File: src/rtl/rr_replay_bus_unpacker_pkg.sv
// rtl/rr_replay_bus_unpacker_pkg.sv - shared channel-width constants and fixed-offset helper
package rr_replay_bus_unpacker_pkg;

    localparam int RR_CHANNEL_WIDTH_BITS = 8;
    localparam int RR_MAX_CHANNELS       = 16;
    localparam int RR_LOGB_CHANNEL_CNT   = 4;
    localparam int RR_LOGE_CHANNEL_CNT   = 1;

    localparam bit [RR_LOGB_CHANNEL_CNT-1:0][RR_CHANNEL_WIDTH_BITS-1:0] RR_DEFAULT_WIDTHS =
        {8'd32, 8'd4, 8'd16, 8'd8};

    // Width tables are zero-extended to this size so one helper serves any channel count.
    typedef bit [RR_MAX_CHANNELS-1:0][RR_CHANNEL_WIDTH_BITS-1:0] rr_width_tbl_t;

    function automatic int rr_fixed_offset(input rr_width_tbl_t widths, input int idx);
        int sum;
        sum = 0;
        for (int j = 0; j < idx; j++) begin
            sum += int'(widths[j]);
        end
        return sum;
    endfunction

endpackage

File: src/rtl/rr_replay_bus_unpacker_offset_calc.sv
// rtl/rr_replay_bus_unpacker_offset_calc.sv - rr_unpack_offset_calc: packed prefix offsets from valid bits
module rr_unpack_offset_calc
    import rr_replay_bus_unpacker_pkg::*;
#(
    parameter int LOGB_CHANNEL_CNT = RR_LOGB_CHANNEL_CNT,
    parameter int LEN_WIDTH        = 6,
    parameter bit [LOGB_CHANNEL_CNT-1:0][RR_CHANNEL_WIDTH_BITS-1:0] CHANNEL_WIDTHS = RR_DEFAULT_WIDTHS
) (
    input  logic [LOGB_CHANNEL_CNT-1:0]                i_logb_valid,
    output logic [LOGB_CHANNEL_CNT-1:0][LEN_WIDTH-1:0] o_off,
    output logic [LEN_WIDTH-1:0]                       o_total
);

    logic [LEN_WIDTH-1:0] w_acc;

    always_comb begin
        w_acc = '0;
        for (int i = 0; i < LOGB_CHANNEL_CNT; i++) begin
            o_off[i] = w_acc;
            if (i_logb_valid[i]) begin
                w_acc = w_acc + LEN_WIDTH'(CHANNEL_WIDTHS[i]);
            end
        end
        o_total = w_acc;
    end

endmodule

File: src/rtl/rr_replay_bus_unpacker.sv
// rtl/rr_replay_bus_unpacker.sv - two-stage logb unpacker; RR_UNPACK_LEN_CHECK_EN adds length check
module rr_replay_bus_unpacker
    import rr_replay_bus_unpacker_pkg::*;
#(
    parameter int LOGB_CHANNEL_CNT = RR_LOGB_CHANNEL_CNT,
    parameter int LOGE_CHANNEL_CNT = RR_LOGE_CHANNEL_CNT,
    parameter bit [LOGB_CHANNEL_CNT-1:0][RR_CHANNEL_WIDTH_BITS-1:0] CHANNEL_WIDTHS = RR_DEFAULT_WIDTHS,
    localparam rr_width_tbl_t W_TBL =
        (RR_MAX_CHANNELS*RR_CHANNEL_WIDTH_BITS)'(CHANNEL_WIDTHS),
    localparam int FULL_WIDTH = rr_fixed_offset(W_TBL, LOGB_CHANNEL_CNT),
    localparam int LEN_WIDTH  = $clog2(FULL_WIDTH+1)
) (
    input  logic                        clk,
    input  logic                        rstn,
    input  logic                        in_valid,
    input  logic [LOGB_CHANNEL_CNT-1:0] in_logb_valid,
    input  logic [LOGE_CHANNEL_CNT-1:0] in_loge_valid,
    input  logic [FULL_WIDTH-1:0]       in_data,
    input  logic [LEN_WIDTH-1:0]        in_len,
    output logic                        in_ready,
    output logic                        out_valid,
    output logic [LOGB_CHANNEL_CNT-1:0] out_logb_valid,
    output logic [LOGE_CHANNEL_CNT-1:0] out_loge_valid,
    output logic [FULL_WIDTH-1:0]       out_data,
    input  logic                        out_ready,
    output logic                        len_err,
    output logic [15:0]                 len_err_cnt
);

    logic                                        w_s1_en, w_s2_en;
    logic [LOGB_CHANNEL_CNT-1:0][LEN_WIDTH-1:0]  w_off;
    logic [LEN_WIDTH-1:0]                        w_total;
    logic [FULL_WIDTH-1:0]                       w_unpacked;

    logic                                        r_s1_v, r_s2_v;
    logic [FULL_WIDTH-1:0]                       r_s1_data, r_s2_data;
    logic [LOGB_CHANNEL_CNT-1:0]                 r_s1_logb, r_s2_logb;
    logic [LOGE_CHANNEL_CNT-1:0]                 r_s1_loge, r_s2_loge;
    logic [LOGB_CHANNEL_CNT-1:0][LEN_WIDTH-1:0]  r_s1_off;

    rr_unpack_offset_calc #(
        .LOGB_CHANNEL_CNT (LOGB_CHANNEL_CNT),
        .LEN_WIDTH        (LEN_WIDTH),
        .CHANNEL_WIDTHS   (CHANNEL_WIDTHS)
    ) u_offset_calc (
        .i_logb_valid (in_logb_valid),
        .o_off        (w_off),
        .o_total      (w_total)
    );

    assign w_s2_en  = !r_s2_v || out_ready;
    assign w_s1_en  = !r_s1_v || w_s2_en;
    assign in_ready = w_s1_en;

    // Each channel only picks its own W bits, so packed bits past the total never reach the bus.
    for (genvar g = 0; g < LOGB_CHANNEL_CNT; g++) begin : g_scatter
        localparam int W   = int'(CHANNEL_WIDTHS[g]);
        localparam int OFF = rr_fixed_offset(W_TBL, g);
        logic [W-1:0] w_slice;
        assign w_slice = W'(r_s1_data >> r_s1_off[g]);
        assign w_unpacked[OFF +: W] = r_s1_logb[g] ? w_slice : '0;
    end

    always_ff @(posedge clk or negedge rstn) begin
        if (!rstn) begin
            r_s1_v    <= 1'b0;
            r_s1_data <= '0;
            r_s1_logb <= '0;
            r_s1_loge <= '0;
            r_s1_off  <= '0;
            r_s2_v    <= 1'b0;
            r_s2_data <= '0;
            r_s2_logb <= '0;
            r_s2_loge <= '0;
        end else begin
            if (w_s1_en) begin
                r_s1_v <= in_valid;
                if (in_valid) begin
                    r_s1_data <= in_data;
                    r_s1_logb <= in_logb_valid;
                    r_s1_loge <= in_loge_valid;
                    r_s1_off  <= w_off;
                end
            end
            if (w_s2_en) begin
                r_s2_v <= r_s1_v;
                if (r_s1_v) begin
                    r_s2_data <= w_unpacked;
                    r_s2_logb <= r_s1_logb;
                    r_s2_loge <= r_s1_loge;
                end
            end
        end
    end

    assign out_valid      = r_s2_v;
    assign out_data       = r_s2_data;
    assign out_logb_valid = r_s2_logb;
    assign out_loge_valid = r_s2_loge;

`ifdef RR_UNPACK_LEN_CHECK_EN
    logic [LEN_WIDTH-1:0] r_s1_len, r_s1_total;
    logic                 r_len_err;
    logic [15:0]          r_len_err_cnt;

    always_ff @(posedge clk or negedge rstn) begin
        if (!rstn) begin
            r_s1_len      <= '0;
            r_s1_total    <= '0;
            r_len_err     <= 1'b0;
            r_len_err_cnt <= '0;
        end else begin
            if (w_s1_en && in_valid) begin
                r_s1_len   <= in_len;
                r_s1_total <= w_total;
            end
            if (r_s1_v && w_s2_en && (r_s1_total != r_s1_len)) begin
                r_len_err <= 1'b1;
                if (r_len_err_cnt != 16'hFFFF) begin
                    r_len_err_cnt <= r_len_err_cnt + 16'd1;
                end
            end
        end
    end

    assign len_err     = r_len_err;
    assign len_err_cnt = r_len_err_cnt;
`else
    logic w_unused_len;
    assign w_unused_len = ^{w_total, in_len};
    assign len_err      = 1'b0;
    assign len_err_cnt  = 16'd0;
`endif

endmodule

File: config.mk
export PLATFORM = sky130hd
export DESIGN_NAME = rr_replay_bus_unpacker
export DESIGN_NICKNAME = d
export VERILOG_FILES = /design/src/rtl/rr_replay_bus_unpacker_pkg.sv /design/src/rtl/rr_replay_bus_unpacker_offset_calc.sv /design/src/rtl/rr_replay_bus_unpacker.sv
export SDC_FILE = /design/constraint.sdc
export NUM_CORES = 1
export LEC_CHECK = 0
export BUFFER_PORTS_ARGS = -buffer_cell sky130_fd_sc_hd__buf_2
export CORE_ASPECT_RATIO = 1.1
export CORE_MARGIN = 2
export CORE_UTILIZATION = 30
export CTS_CLUSTER_DIAMETER = 200
export DETAILED_ROUTE_END_ITERATION = 16
export GPL_TIMING_DRIVEN = 0
export PLACE_DENSITY = 0.48
export SYNTH_ARGS = -nofsm -noshare
export SYNTH_HDL_FRONTEND = slang
export SYNTH_SLANG_ARGS = --single-unit
File: constraint.sdc
create_clock -name clk -period 2.5 [get_ports clk]
set_clock_uncertainty 0.1 [all_clocks]
set_input_delay 0.5 -clock clk [delete_from_list [all_inputs] [get_ports clk]]
set_output_delay 0.5 -clock clk [all_outputs]
set_load 0.01 [all_outputs]
Word-level counts from Yosys, hierarchy flattened
Index checks and enable logic that the tools add are counted.
{"block": "totals", "register_bits": 150, "in_bits": 75, "out_inout_bits": 84, "word_cells": 29}
{"block": "op_classes", "addsub": 2, "shifts": 3, "mux": 7, "n_reduce_logical": 6}
{"op": "60-bit by 6-bit >> shifter with 16-bit output", "count": 1}
{"op": "60-bit by 6-bit >> shifter with 32-bit output", "count": 1}
{"op": "60-bit by 6-bit >> shifter with 4-bit output", "count": 1}
{"op": "32-bit two-way mux", "count": 1}
{"op": "16-bit two-way mux", "count": 1}
{"op": "6-bit two-way mux", "count": 2}
{"op": "4-bit two-way mux", "count": 2}
{"op": "8-bit two-way mux", "count": 1}
{"op": "4-bit by 5-bit adder with 6-bit output, second input constant", "count": 1}
{"op": "6-bit by 3-bit adder with 6-bit output, second input constant", "count": 1}
{"op": "2-bit AND reduction", "count": 2}
{"op": "1-bit zero test", "count": 2}
{"op": "1-bit logical OR", "count": 2}

Depth between registers and ports, before layout
{"block": "logic_depth", "ltp_word": 5, "ltp_mapped": 7, "depth_no_buf": 3}

Hierarchy
A second synthesis with hierarchy kept.
{"block": "hier_totals", "hier_cells": 1594, "area_unflattened_um2": 17915.9}
{"mod": "rr_replay_bus_unpacker", "n_inst": 1, "cells_per_inst": 1563, "area_each_um2": 17687.0, "seq_area_each_um2": 3903.7}
{"mod": "rr_unpack_offset_calc", "n_inst": 1, "cells_per_inst": 31, "area_each_um2": 229.0, "seq_area_each_um2": 0.0}

Least setup slack after synthesis
OpenSTA, ideal clock, no wires.
{"block": "synth_timing", "path_kind": "in2reg", "from": "in out_ready", "to": "reg r_s1_data[0]", "setup_ps": 125, "t_arrival_ps": 1581, "required_time_ps": 2275, "path_slack_ps": 694, "cell_stages": 5, "path_buffers": 2, "path_cell_list": "nand3b_1 > nand2_1 > buf_2 > buf_2 > mux2_2"}
{"block": "synth_between", "elab_chain_len": 3}
{"item": "from (decl)", "line_no": "rr_replay_bus_unpacker.sv:25", "rtl": "input logic out_ready,"}
{"item": "1-bit logical OR", "line_no": "rr_replay_bus_unpacker.sv:51", "rtl": "assign w_s2_en = !r_s2_v || out_ready;"}
{"item": "1-bit logical OR", "line_no": "rr_replay_bus_unpacker.sv:52", "rtl": "assign w_s1_en = !r_s1_v || w_s2_en;"}
{"item": "2-bit AND reduction (no source line)"}
{"item": "to (signal assigned)", "line_no": "rr_replay_bus_unpacker.sv:79", "rtl": "r_s1_data <= in_data;"}
{"item": "to (decl)", "line_no": "rr_replay_bus_unpacker.sv:36", "rtl": "logic [FULL_WIDTH-1:0] r_s1_data, r_s2_data;"}
No other way between the ends.
A chain may end at the register's enable or synchronous reset.

==> summary.txt <==
Status - finished clean
CP max stage delay - 0.61 ns
Worst path arrival time - 2.41 ns
Final WL - 22.8 mm
VDD IR max - 0.474 mV
Clock latency on the worst-skew pair - 0.43 ns
Async S/R FF share, synth - 100%
Critical Path Start Type - flop
Post-synthesis register bit count - 132
Adder-cell share of the synthesized area - 0%
Largest net degree at the start of global routing - 85
Yosys warning total - 0
Fin cells - 1,046
Share of layout cells above drive strength 1 - 44.5%
Worst-path fanout max - 10
CP Class - flop to flop
Layout fillers - 2,259
Initial antenna violation count - 0
Final Hold Fails - 0
Number of global-route vias before repair - 5,804
Crit path time final - 2.19 ns
Power per standard cell area - 908 nW/um^2
Clock sink count - 132
Total CTS buffers - 17
Clock tree root buffer cell - clkbuf_16
Cell Chain, Critical Path - buf_2, buf_1, clkbuf_1, nor2_1, o32ai_1
Initial Util - 30.6%
Routed vias - 5,445
Mean post-synth cell area - 12.6 sq um
Post-synth EDFFs - 0
Max Cap Viol - 0
Hold/Removal Path Class - primary input to flop
Simple-gate share of the synthesized area - 5.86%
P&R area growth vs syn - 25.9%
Hpwl dp - 16.8 mm
Tcrit/Tclk final - 87.7%
Actual slew at the worst max-slew pin - 0.730 ns
Area occupied by multi-input gates - 3300 sq um
Sequential area share after synthesis - 46.9%
Top FF cell, synth - dfrtp_1
Unique masters post-synth - 37
# diodes - 0
Port Buffer Count - 135
GR Util All Layers - 18.8%
Worst hold margin - 0.186 ns
Core region area - 23,000 sq um
Pre-antenna DRT Iters - 5
Element type at the critical path end - flop
Gate Count Post-Synth - 561
RSZ-0062 raised after global routing - false
First-pass GRT wire length - 34.2 mm
Yosys top cell area share - 46.9%
Net count, final - 808
Die Wd - 150 um
Worst rel slew slack - 51.4%
Io pins - 159
Worst-case clock buffer depth - 2
Final setup violation count - 0
Reg area - 3300 sq um
Main area contributors after synthesis - dfrtp_1, mux2_2, mux4_2, mux2i_1, a32o_1
Crit-path slowest cell - clkbuf_1
Most frequent cells in the layout - buf_2, dfrtp_1, mux2_2, inv_1, mux2i_1
Peak Freq - 456 MHz
Die Footprint - 24,700 sq um
Setup TNS - 0 ns
Most common library cell in the layout ignoring fill and taps - buf_2
Largest family of logic cells by synthesized area - multiplexers
H-tree levels - 4
CTS tree - built
Largest area contributor in the netlist - dfrtp_1
Post-layout util - 38.6%
Total gr overflow - 0
Routed Antenna Nets - 0
Leak Pwr - 4.04 nW
Worst EP required - 2.71 ns
Routed wire length per instance - 21.8 um
DR vias/cell - 5.21
Max-slew violations - 0
Syn Std Cell Area - 7050 sq um
Multiplexer area fraction after synthesis - 29.0%
# DRC - 0
DP Area - 8190 sq um
Dpl cells - 1,013
Gpl congestion - 0.825
Drt initial violations - 414
Final Cell Area - 8880 sq um
CTS resizes - 0
Row count - 58
Clock slew at reported path FFs - 0.06 ns
Die Y - 165 um
Synth Area in XOR/XNOR - 0%
Post-synthesis compound-gate area fraction - 11.0%
-- synth_stat cells, types with 2 or more instances --
cell type	instances
a21boi_0	2
a21o_1	2
a22o_1	4
a22oi_1	29
a32o_1	22
a41o_1	2
and2_1	2
and3_1	2
buf_1	5
buf_2	21
buf_4	20
buf_6	3
clkbuf_1	16
dfrtp_1	132
inv_1	32
mux2_2	97
mux2i_1	30
mux4_1	6
mux4_2	22
nand2_1	8
nand2b_1	10
nand4_1	24
nor2_1	10
nor2b_1	2
o21ai_0	24
o22ai_1	7
o32ai_1	8
or2_0	8
or2_1	3
-- routing by layer --
| metal | global-route usage (%) | routed length (um) | share of wire (%) |
|---|---|---|---|
| met1 | 24.2 | 9720 | 43 |
| met5 | 0 | 0 | 0 |
| met3 | 3.31 | 1060 | 4.6 |
| met4 | 7.29 | 592 | 2.6 |
| met2 | 31.7 | 11500 | 50 |
-- worst paths after layout --
path                                         from           endpoint  slack (ns)  depth (start not counted)
worst max-delay path                 r_s1_logb[1]       out_data[48]        0.31                          5
worst min-delay path                     in_valid             r_s1_v        0.19                          2
worst max register to register       r_s1_logb[1]       out_data[48]        0.31                          5
worst min register to register  out_logb_valid[3]  out_logb_valid[3]        0.38                          1
max in group asynchronous                    rstn      r_s1_data[33]        1.02                          3
min in group asynchronous                    rstn       out_data[18]        0.48                          2
-- kinds of logic after synthesis --
| group | count (synthesis) |
|---|---|
| flops | 132 |
| mux | 155 |
| buf+inv | 98 |
| simple gates | 73 |
| other cells | 1 |
| compound gates | 102 |
-- critical path: cells and delay by family (launching register included) --
| kind | cells | cell delay, ns |
|---|---|---|
| buffers and inverters | 3 | 1.23 |
| flip-flops | 1 | 0.36 |
| AO/OA/AOI/OAI | 1 | 0.27 |
| AND/OR/NAND/NOR | 1 | 0.11 |
-- through the flow --
stage / setup WS (ns) / total power [mW]
after floorplan: 0.694 / 4.30
after global placement: -0.968 / 5.17
after detailed placement: 0.199 / 5.23
after CTS: 0.359 / 8.12
after global routing: 0.177 / 8.43
final: 0.307 / 8.06
-- final cells by class --
class	instances	share of cell area, %
flip-flops and latches	132	37.2
multi-input cells	347	37.2
repair buffers	137	8.11
clock buffers	19	4.99
plain buffers	66	4.37
well taps	300	4.23
clock inverters	13	2.58
inverters	32	1.35
-- state kept, by name (all words and copies together), names as in the netlist --
signal,cells
out_data,60
out_logb_valid,4
out_loge_valid,1
out_valid,1
r_s1_data,60
r_s1_logb,4
r_s1_loge,1
r_s1_v,1
-- power breakdown --
part | total (mW) | internal [mW] | switching [mW]
registers | 2.97 | 2.56 | 0.410
clock network | 2.87 | 1.90 | 0.975
logic | 2.22 | 1.09 | 1.14
-- repair_timing --
item	4_1_cts	5_1_grt
hold endpoints to repair	48	0
hold buffers	1	0
buffers inserted	0	0
No activity file was read; power rests on OpenSTA's default activity.
